### src/rtl/fifo_serial_tx_pkg.sv
// Shared types and constants for the fifo_serial_tx FIFO-drain serial transmitter.
// Optional feature macro: FIFO_SERIAL_TX_PARITY_EN (adds an even-parity bit per frame).
package fifo_serial_tx_pkg;

  localparam int unsigned DATA_W    = 8;
  localparam int unsigned STOP_BITS = 1;
  localparam int unsigned BIT_CNT_W = $clog2(DATA_W);

`ifdef FIFO_SERIAL_TX_PARITY_EN
  localparam int unsigned PARITY_BITS = 1;
`else
  localparam int unsigned PARITY_BITS = 0;
`endif

  // Serial bits per frame: start + data + optional parity + stop.
  localparam int unsigned FRAME_BITS = 1 + DATA_W + PARITY_BITS + STOP_BITS;

  typedef enum logic [2:0] {
    ST_IDLE   = 3'd0,
    ST_REQ    = 3'd1,
    ST_LOAD   = 3'd2,
    ST_START  = 3'd3,
    ST_DATA   = 3'd4,
`ifdef FIFO_SERIAL_TX_PARITY_EN
    ST_PARITY = 3'd5,
`endif
    ST_STOP   = 3'd6
  } tx_state_t;

  // Even parity: the bit that makes the total count of ones even.
  function automatic logic even_parity(input logic [DATA_W-1:0] d);
    return ^d;
  endfunction

endpackage

### src/rtl/fifo_serial_tx_baud.sv
// Baud counter for fifo_serial_tx.
// Ports:
//   clk_i, rst_i : clock, synchronous active-high reset
//   clear        : restart the count at 0 on the next cycle (state entry)
//   tick         : high in the last cycle of a bit period (count == CLKS_PER_BIT-1)
//   pre_tick     : high in the cycle before the last one (count == CLKS_PER_BIT-2)
module fifo_serial_tx_baud #(
  parameter int unsigned CLKS_PER_BIT = 4
) (
  input  logic clk_i,
  input  logic rst_i,
  input  logic clear,
  output logic tick,
  output logic pre_tick
);

  localparam int unsigned CNT_W = (CLKS_PER_BIT > 1) ? $clog2(CLKS_PER_BIT) : 1;
  localparam logic [CNT_W-1:0] CNT_MAX = CNT_W'(CLKS_PER_BIT - 1);
  localparam logic [CNT_W-1:0] CNT_PRE = CNT_W'(CLKS_PER_BIT - 2);

  logic [CNT_W-1:0] cnt;
  logic [CNT_W-1:0] cnt_nxt;

  // Next count: restart on clear, wrap at CNT_MAX.
  always_comb begin
    cnt_nxt = cnt + CNT_W'(1);
    if (clear || (cnt == CNT_MAX)) begin
      cnt_nxt = '0;
    end
  end

  // Flags are registered from the next count so they line up with cnt.
  always_ff @(posedge clk_i) begin
    if (rst_i) begin
      cnt      <= '0;
      tick     <= 1'b0;
      pre_tick <= (CNT_PRE == '0);
    end else begin
      cnt      <= cnt_nxt;
      tick     <= (cnt_nxt == CNT_MAX);
      pre_tick <= (cnt_nxt == CNT_PRE);
    end
  end

endmodule

### src/rtl/fifo_serial_tx.sv
// Pops bytes from an 8-bit FIFO and sends each as an LSB-first async serial frame.
// Optional macro FIFO_SERIAL_TX_PARITY_EN inserts an even-parity bit before stop.
// Ports:
//   clk_i, rst_i : clock, synchronous active-high reset
//   fifo_empty   : FIFO empty flag (sampled only in IDLE)
//   data_in      : FIFO read data, valid the cycle after read is sampled
//   read         : one-cycle FIFO pop strobe per byte
//   tx_o         : serial line, idles high
//   busy_o       : high whenever not idle
//   tx_done_o    : one-cycle pulse in the last cycle of the stop bit
module fifo_serial_tx
  import fifo_serial_tx_pkg::*;
#(
  parameter int unsigned CLKS_PER_BIT = 4
) (
  input  logic              clk_i,
  input  logic              rst_i,
  input  logic              fifo_empty,
  input  logic [DATA_W-1:0] data_in,
  output logic              read,
  output logic              tx_o,
  output logic              busy_o,
  output logic              tx_done_o
);

  if (CLKS_PER_BIT < 2) begin : g_bad_clks_per_bit
    $error("fifo_serial_tx: CLKS_PER_BIT must be >= 2");
  end

  tx_state_t              state, state_nxt;
  logic [DATA_W-1:0]      shreg, shreg_nxt;
  logic [BIT_CNT_W-1:0]   bit_cnt, bit_nxt;
  logic                   read_nxt, tx_nxt, busy_nxt, done_nxt;
  logic                   baud_clear, baud_tick, baud_pre_tick;
`ifdef FIFO_SERIAL_TX_PARITY_EN
  logic                   par, par_nxt;
`endif

  // Counter restarts whenever the FSM changes state.
  assign baud_clear = (state_nxt != state);

  fifo_serial_tx_baud #(
    .CLKS_PER_BIT (CLKS_PER_BIT)
  ) u_baud (
    .clk_i    (clk_i),
    .rst_i    (rst_i),
    .clear    (baud_clear),
    .tick     (baud_tick),
    .pre_tick (baud_pre_tick)
  );

  // Next-state, datapath and next-output decode.
  always_comb begin
    state_nxt = state;
    shreg_nxt = shreg;
    bit_nxt   = bit_cnt;
`ifdef FIFO_SERIAL_TX_PARITY_EN
    par_nxt   = par;
`endif

    unique case (state)
      ST_IDLE: begin
        if (!fifo_empty) begin
          state_nxt = ST_REQ;
        end
      end
      ST_REQ: begin
        state_nxt = ST_LOAD;
      end
      ST_LOAD: begin
        shreg_nxt = data_in;
        bit_nxt   = '0;
`ifdef FIFO_SERIAL_TX_PARITY_EN
        par_nxt   = even_parity(data_in);
`endif
        state_nxt = ST_START;
      end
      ST_START: begin
        if (baud_tick) begin
          state_nxt = ST_DATA;
        end
      end
      ST_DATA: begin
        if (baud_tick) begin
          if (bit_cnt == BIT_CNT_W'(DATA_W - 1)) begin
`ifdef FIFO_SERIAL_TX_PARITY_EN
            state_nxt = ST_PARITY;
`else
            state_nxt = ST_STOP;
`endif
          end else begin
            bit_nxt   = bit_cnt + BIT_CNT_W'(1);
            shreg_nxt = shreg >> 1;
          end
        end
      end
`ifdef FIFO_SERIAL_TX_PARITY_EN
      ST_PARITY: begin
        if (baud_tick) begin
          state_nxt = ST_STOP;
        end
      end
`endif
      ST_STOP: begin
        if (baud_tick) begin
          state_nxt = ST_IDLE;
        end
      end
      default: begin
        state_nxt = ST_IDLE;
      end
    endcase

    // Outputs are decoded from the upcoming state so the registers line up with it.
    tx_nxt = 1'b1;
    unique case (state_nxt)
      ST_START:  tx_nxt = 1'b0;
      ST_DATA:   tx_nxt = shreg_nxt[0];
`ifdef FIFO_SERIAL_TX_PARITY_EN
      ST_PARITY: tx_nxt = par_nxt;
`endif
      default:   tx_nxt = 1'b1;
    endcase

    read_nxt = (state_nxt == ST_REQ);
    busy_nxt = (state_nxt != ST_IDLE);
    // pre_tick in STOP means the following cycle is the last one of the stop bit.
    done_nxt = (state == ST_STOP) && baud_pre_tick;
  end

  // State, datapath and registered outputs.
  always_ff @(posedge clk_i) begin
    if (rst_i) begin
      state     <= ST_IDLE;
      shreg     <= '0;
      bit_cnt   <= '0;
`ifdef FIFO_SERIAL_TX_PARITY_EN
      par       <= 1'b0;
`endif
      read      <= 1'b0;
      tx_o      <= 1'b1;
      busy_o    <= 1'b0;
      tx_done_o <= 1'b0;
    end else begin
      state     <= state_nxt;
      shreg     <= shreg_nxt;
      bit_cnt   <= bit_nxt;
`ifdef FIFO_SERIAL_TX_PARITY_EN
      par       <= par_nxt;
`endif
      read      <= read_nxt;
      tx_o      <= tx_nxt;
      busy_o    <= busy_nxt;
      tx_done_o <= done_nxt;
    end
  end

endmodule

### config.mk
export PLATFORM = sky130hd
export DESIGN_NAME = fifo_serial_tx
export DESIGN_NICKNAME = d
export VERILOG_FILES = /design/src/rtl/fifo_serial_tx_pkg.sv /design/src/rtl/fifo_serial_tx_baud.sv /design/src/rtl/fifo_serial_tx.sv
export SDC_FILE = /design/constraint.sdc
export NUM_CORES = 1
export LEC_CHECK = 0
export ABC_AREA = 1
export BUFFER_PORTS_ARGS = -buffer_cell sky130_fd_sc_hd__buf_4
export CAP_MARGIN = 0
export CORE_ASPECT_RATIO = 1.25
export CORE_MARGIN = 4
export CORE_UTILIZATION = 25
export DETAILED_ROUTE_END_ITERATION = 6
export HOLD_SLACK_MARGIN = 0.08
export PLACE_DENSITY = 0.41
export SYNTH_ARGS = -nofsm -noshare
export SYNTH_HDL_FRONTEND = slang
export SYNTH_SLANG_ARGS = --single-unit
### constraint.sdc
create_clock -name clk_i -period 1.7 [get_ports clk_i]
set_clock_uncertainty 0.2 [all_clocks]
set_input_delay 0.255 -clock clk_i [delete_from_list [all_inputs] [get_ports clk_i]]
set_output_delay 0.255 -clock clk_i [all_outputs]
set_load 0.02 [all_outputs]
# Yosys cells after proc, flatten, opt, wreduce, memory -nomap -nowiden
# Cells that the tools add are included.
# Widths: inputs -> output; s select.
# totals
output_inout_bits	4
elab_cells	48
regBits	22
in_bits	11
# classes
addsub	2
n_eq_ne	15
n_mux	14
reduce_logical	6
# ops
operator	count
$mux 3	7
$pmux 3 s6	1
$mux 8	2
$pmux 8 s2	1
$eq 3x3->1 const B	4
$eq 3x2->1 const B	3
$eq 2x2->1 const B	3
$eq 3x1->1 const B	2
$pmux 3 s2	1
$add 3x1->3 const B	1
$logic_not 3->1	1
$ne 3x3->1	1
$reduce_and 3->1	1
$reduce_bool 3->1	1
$add 2x1->2 const B	1
$mux 2	1
$ne 2x1->1 const B	1
$ne 2x2->1 const B	1
$pmux 1 s2	1
$reduce_bool 2->1	1
$logic_and 1x1->1	1
$logic_or 1x1->1	1

# Logic depth before layout (Yosys ltp)
# logic_depth
word_depth	8
mapped_depth	11

# Cells and area by module
# Synthesis repeated with hierarchy kept, for this count alone.
# hier_totals
cells_unflattened	134
area_unflattened_um2	985.9
# modules_own_cells
module	area_per_inst_um2	cells_each	seq_area_each_um2	n_inst
fifo_serial_tx	853.3	119	360.3	1
fifo_serial_tx_baud	132.6	15	80.1	1

# Least setup slack after synthesis
# No wires, ideal clock.
# synth_path
path_kind	reg2reg
startpoint	reg bit_cnt[0]
endpoint	reg shreg[7]
slack_ns	0.139
path_stages_with_launch	9
t_arrival_ns	1.233
n_path_buf	0
path_cell_list	dfxtp_1 ha_1 ha_1 inv_1 nand2_1 inv_1 o21ai_4 a22oi_1 nor2_1
# synth_between
elab_chain_cells	3
# synth_lines
element	line_no	text
start: declaration	fifo_serial_tx.sv:32	logic [BIT_CNT_W-1:0] bit_cnt, bit_nxt;
start signal: assignment	fifo_serial_tx.sv:147	bit_cnt <= bit_nxt;
$eq 3x3->1	fifo_serial_tx.sv:85	if (bit_cnt == BIT_CNT_W'(DATA_W - 1)) begin
$ne 2x2->1 (no source line)	-	
$reduce_and 3->1 (no source line)	-	
end signal: assignment	fifo_serial_tx.sv:146	shreg <= shreg_nxt;
end: declaration	fifo_serial_tx.sv:31	logic [DATA_W-1:0] shreg, shreg_nxt;
# No other way between the ends.
# A chain may end at the register's enable or synchronous reset.

# Final worst setup path
# layout_path
startpoint	reg bit_cnt[0]
endpoint	reg bit_cnt[2]
# layout_between
elab_chain_cells	4
# layout_lines
element	line_no	text
$add 3x1->3	fifo_serial_tx.sv:92	bit_nxt = bit_cnt + BIT_CNT_W'(1);
$mux 3	fifo_serial_tx.sv:85	
$mux 3	fifo_serial_tx.sv:84	if (baud_tick) begin
$pmux 3 s2	fifo_serial_tx.sv:61	unique case (state)
# Several ways; a longest one is shown, not always the timed one. The select of a mux whose other input is x is not followed.

==> reports/results.txt <==
Outcome = finished, final reports clean
CP endpoint = bit_cnt[2]
Synth Area in XOR/XNOR = 0
Worst setup margin = 0.152 ns
Final Max Slew Viols = 0
Largest family of logic cells by synthesized area = simple AND/OR/NAND/NOR gates
Starting Density = 0.260
Register area share after synthesis = 0.443
Root buf cell = clkbuf_8
Die X = 64.4 microns
CP delay by family, top = flip-flops
All-layer global routing usage = 0.0999
Commonest non-fill, non-tap cell in the layout = nand2_1
Fin crit period = 1.55 ns
WL per Instance = 10.4 microns
Worst-Margin Slew = 0.264 ns
Reg-to-reg startpoint = bit_cnt[0]
Worst-Skew Late Latency = 0.26 ns
Crit path DAT = 1.50 ns
Post-synth cell types = 19
Antenna Nets Post-Route = 0
Post-Layout Cell Count = 216
Fin area = 0.00128 sq mm
Worst Setup End Kind = flip-flop
Fraction of layout instances using a drive strength above 1 = 0.228
GR Util met3 = 0.0186
Nets = 178
Syn avg cell area = 7.00 sq um
Critical path cell sequence = ha_2 > ha_2 > inv_2 > nand2_4 > nor2_4 > buf_4 > a22oi_1 > nor2_1
Die H = 78.5 microns
CTS tree = yes
# placed instances = 209
Largest net degree at the start of global routing = 15
First-pass GRT wire length = 3940 microns
R2r setup slk = 0.15 ns
Worst min path class = in2reg
Register bit total from synthesis = 22
Top Ports = 15
Total negative setup slack = 0 ns
CP max-delay cell = dfxtp_2
PortBufs = 14
Worst-path clk slew = 0.08 ns
Net Count, Synth = 156
H-tree depth = 1
Met1 usage = 0.126
Site Rows = 25
Worst rel slew slack = 0.822
Most frequent CP cell = ha_2
WP data required = 1.65 ns
Dpl ws = -0.0233 ns
Crit-path max FO = 6
DRC viols = 0
Adder-Cell Fraction of Synth Area = 0.0378
Post-synthesis compound-gate area fraction = 0.112
Initial antenna violation count = 0
Max Root-Sink Buffers = 2
Mux cell area share after synthesis = 0
Pleak = 0.608 nW
Setup violations, final = 0
Cell depth of the worst setup path = 8
Synth Cell Area = 993 sq um
HPWL Detailed = 1670 microns
Max IR drop VDD = 337 uV
Router iterations before antenna repair = 4
Placer Congestion = 0.794
RR Endpoint = bit_cnt[2]
Setup crit start = bit_cnt[0]
Synth area leaders = dfxtp_1, nand2_1, nor2_1
Via total after detailed routing = 933
Hold_ws = 0.0944 ns
Busiest metal layer after global routing = met2
Initial drt markers = 26
CP Class = reg2reg
Clk sinks = 22
Final-report hold violation count = 0
HP Start = data_in[4]
Tcrit/Tclk final = 0.911
Core area = 0.00382 sq mm
Maxcap violations = 0
Mapped Cells = 142
Number of global-route vias before repair = 863
Yosys warns = 0
R2R depth = 8
Post-synthesis simple-gate area fraction = 0.324
Gr ovfl total = 0
Commonest non-fill, non-tap cells in the layout = nand2_1, nor2_1, dfxtp_1
PD cells = 886 mW/mm^2
Vias per cell = 4.32
Drt total wl = 2250 microns
Largest stage delay, worst path = 0.34 ns
Fill cells = 448
Post-DP Area = 0.00116 sq mm
CTS Buf Count = 3
GRT met2 Usage = 0.161
Inserted Diodes = 0
Area of the multi-input gates = 512 sq um
CP Launch Type = flip-flop
Post-synth top area share = 0.443
Fmax achieved = 0.646 GHz
Post-synth top area cell = dfxtp_1
Die Footprint = 0.00505 sq mm
P&R area growth vs syn = 28.6%
CP Buf/Inv Count = 2
FF+latch area = 445 sq um
synthesized netlist by cell type:
cell and number:
a21oi_1 7, a22oi_1 3, and2_1 1, clkbuf_1 1, dfxtp_1 22, ha_1 3
inv_1 20, inv_2 1, nand2_1 38, nand2_2 1, nand3_1 11, nand3b_1 1
nor2_1 23, nor2_2 1, nor2_4 1, o211ai_1 1, o21ai_0 5, o21ai_1 1
o21ai_4 1
kinds of logic after synthesis:
family	count (synthesis)
flops	22
buf+inv	22
simple gates	77
fa+ha+maj	3
compound gates	18
registers in the layout (all words and copies together), names as in the netlist:
| signal | count |
|---|---|
| bit_cnt | 3 |
| busy_o | 1 |
| read | 1 |
| shreg | 8 |
| state | 3 |
| tx_done_o | 1 |
| tx_o | 1 |
| u_baud.cnt | 2 |
| u_baud.pre_tick | 1 |
| u_baud.tick | 1 |
worst min-delay path, stage by stage:
cell,delay [ns]
buf_4,0.07
nand2_1,0.04
nand2_1,0.06
a21oi_1,0.03
nor2_1,0.07
per-layer routing:
metal	part of all wire	routed length [microns]
met5	0	0
met4	0.023	51
met3	0.034	77
met2	0.49	1090
met1	0.46	1020
repair_timing:
action | CTS | global route
resized for setup | 1 | 15
buffers inserted | 0 | 1
endpoints found under the setup margin | 10 | 17
pin swaps | 1 | 3
hold endpoints to repair | 1 | 2
hold buffers | 1 | 1
gates cloned | 1 | 0
stage by stage:
stage | util | total power [mW]
6_report | 0.335 | 1.13
5_1_grt | 0.335 | 1.22
3_3_place_gp | 0.305 | 0.807
4_1_cts | 0.320 | 1.14
2_1_floorplan | - | 0.735
3_5_place_dp | 0.305 | 0.808
power by group:
part           leakage (nW)  internal, mW  switching (mW)
Clock                0.0216         0.158           0.162
Sequential            0.181         0.554          0.0316
Combinational         0.405        0.0903           0.135
final cells by class:
class	count	area share
Multi-Input combinational cell	99	0.401
Timing Repair Buffer	17	0.104
Inverter	21	0.0617
Tap cell	54	0.0529
Sequential cell	22	0.349
Clock buffer	3	0.0323
worst min path at each step:
stage / end / slack [ns] / depth (start not counted)
2_1_floorplan: shreg[1] / 0.13 / 1
3_3_place_gp: tx_done_o / 0.24 / 2
3_5_place_dp: tx_done_o / 0.23 / 2
4_1_cts: state[1] / 0.08 / 2
5_1_grt: shreg[5] / 0.12 / 5
6_report: shreg[4] / 0.09 / 5
No activity file was read; power rests on OpenSTA's default activity.
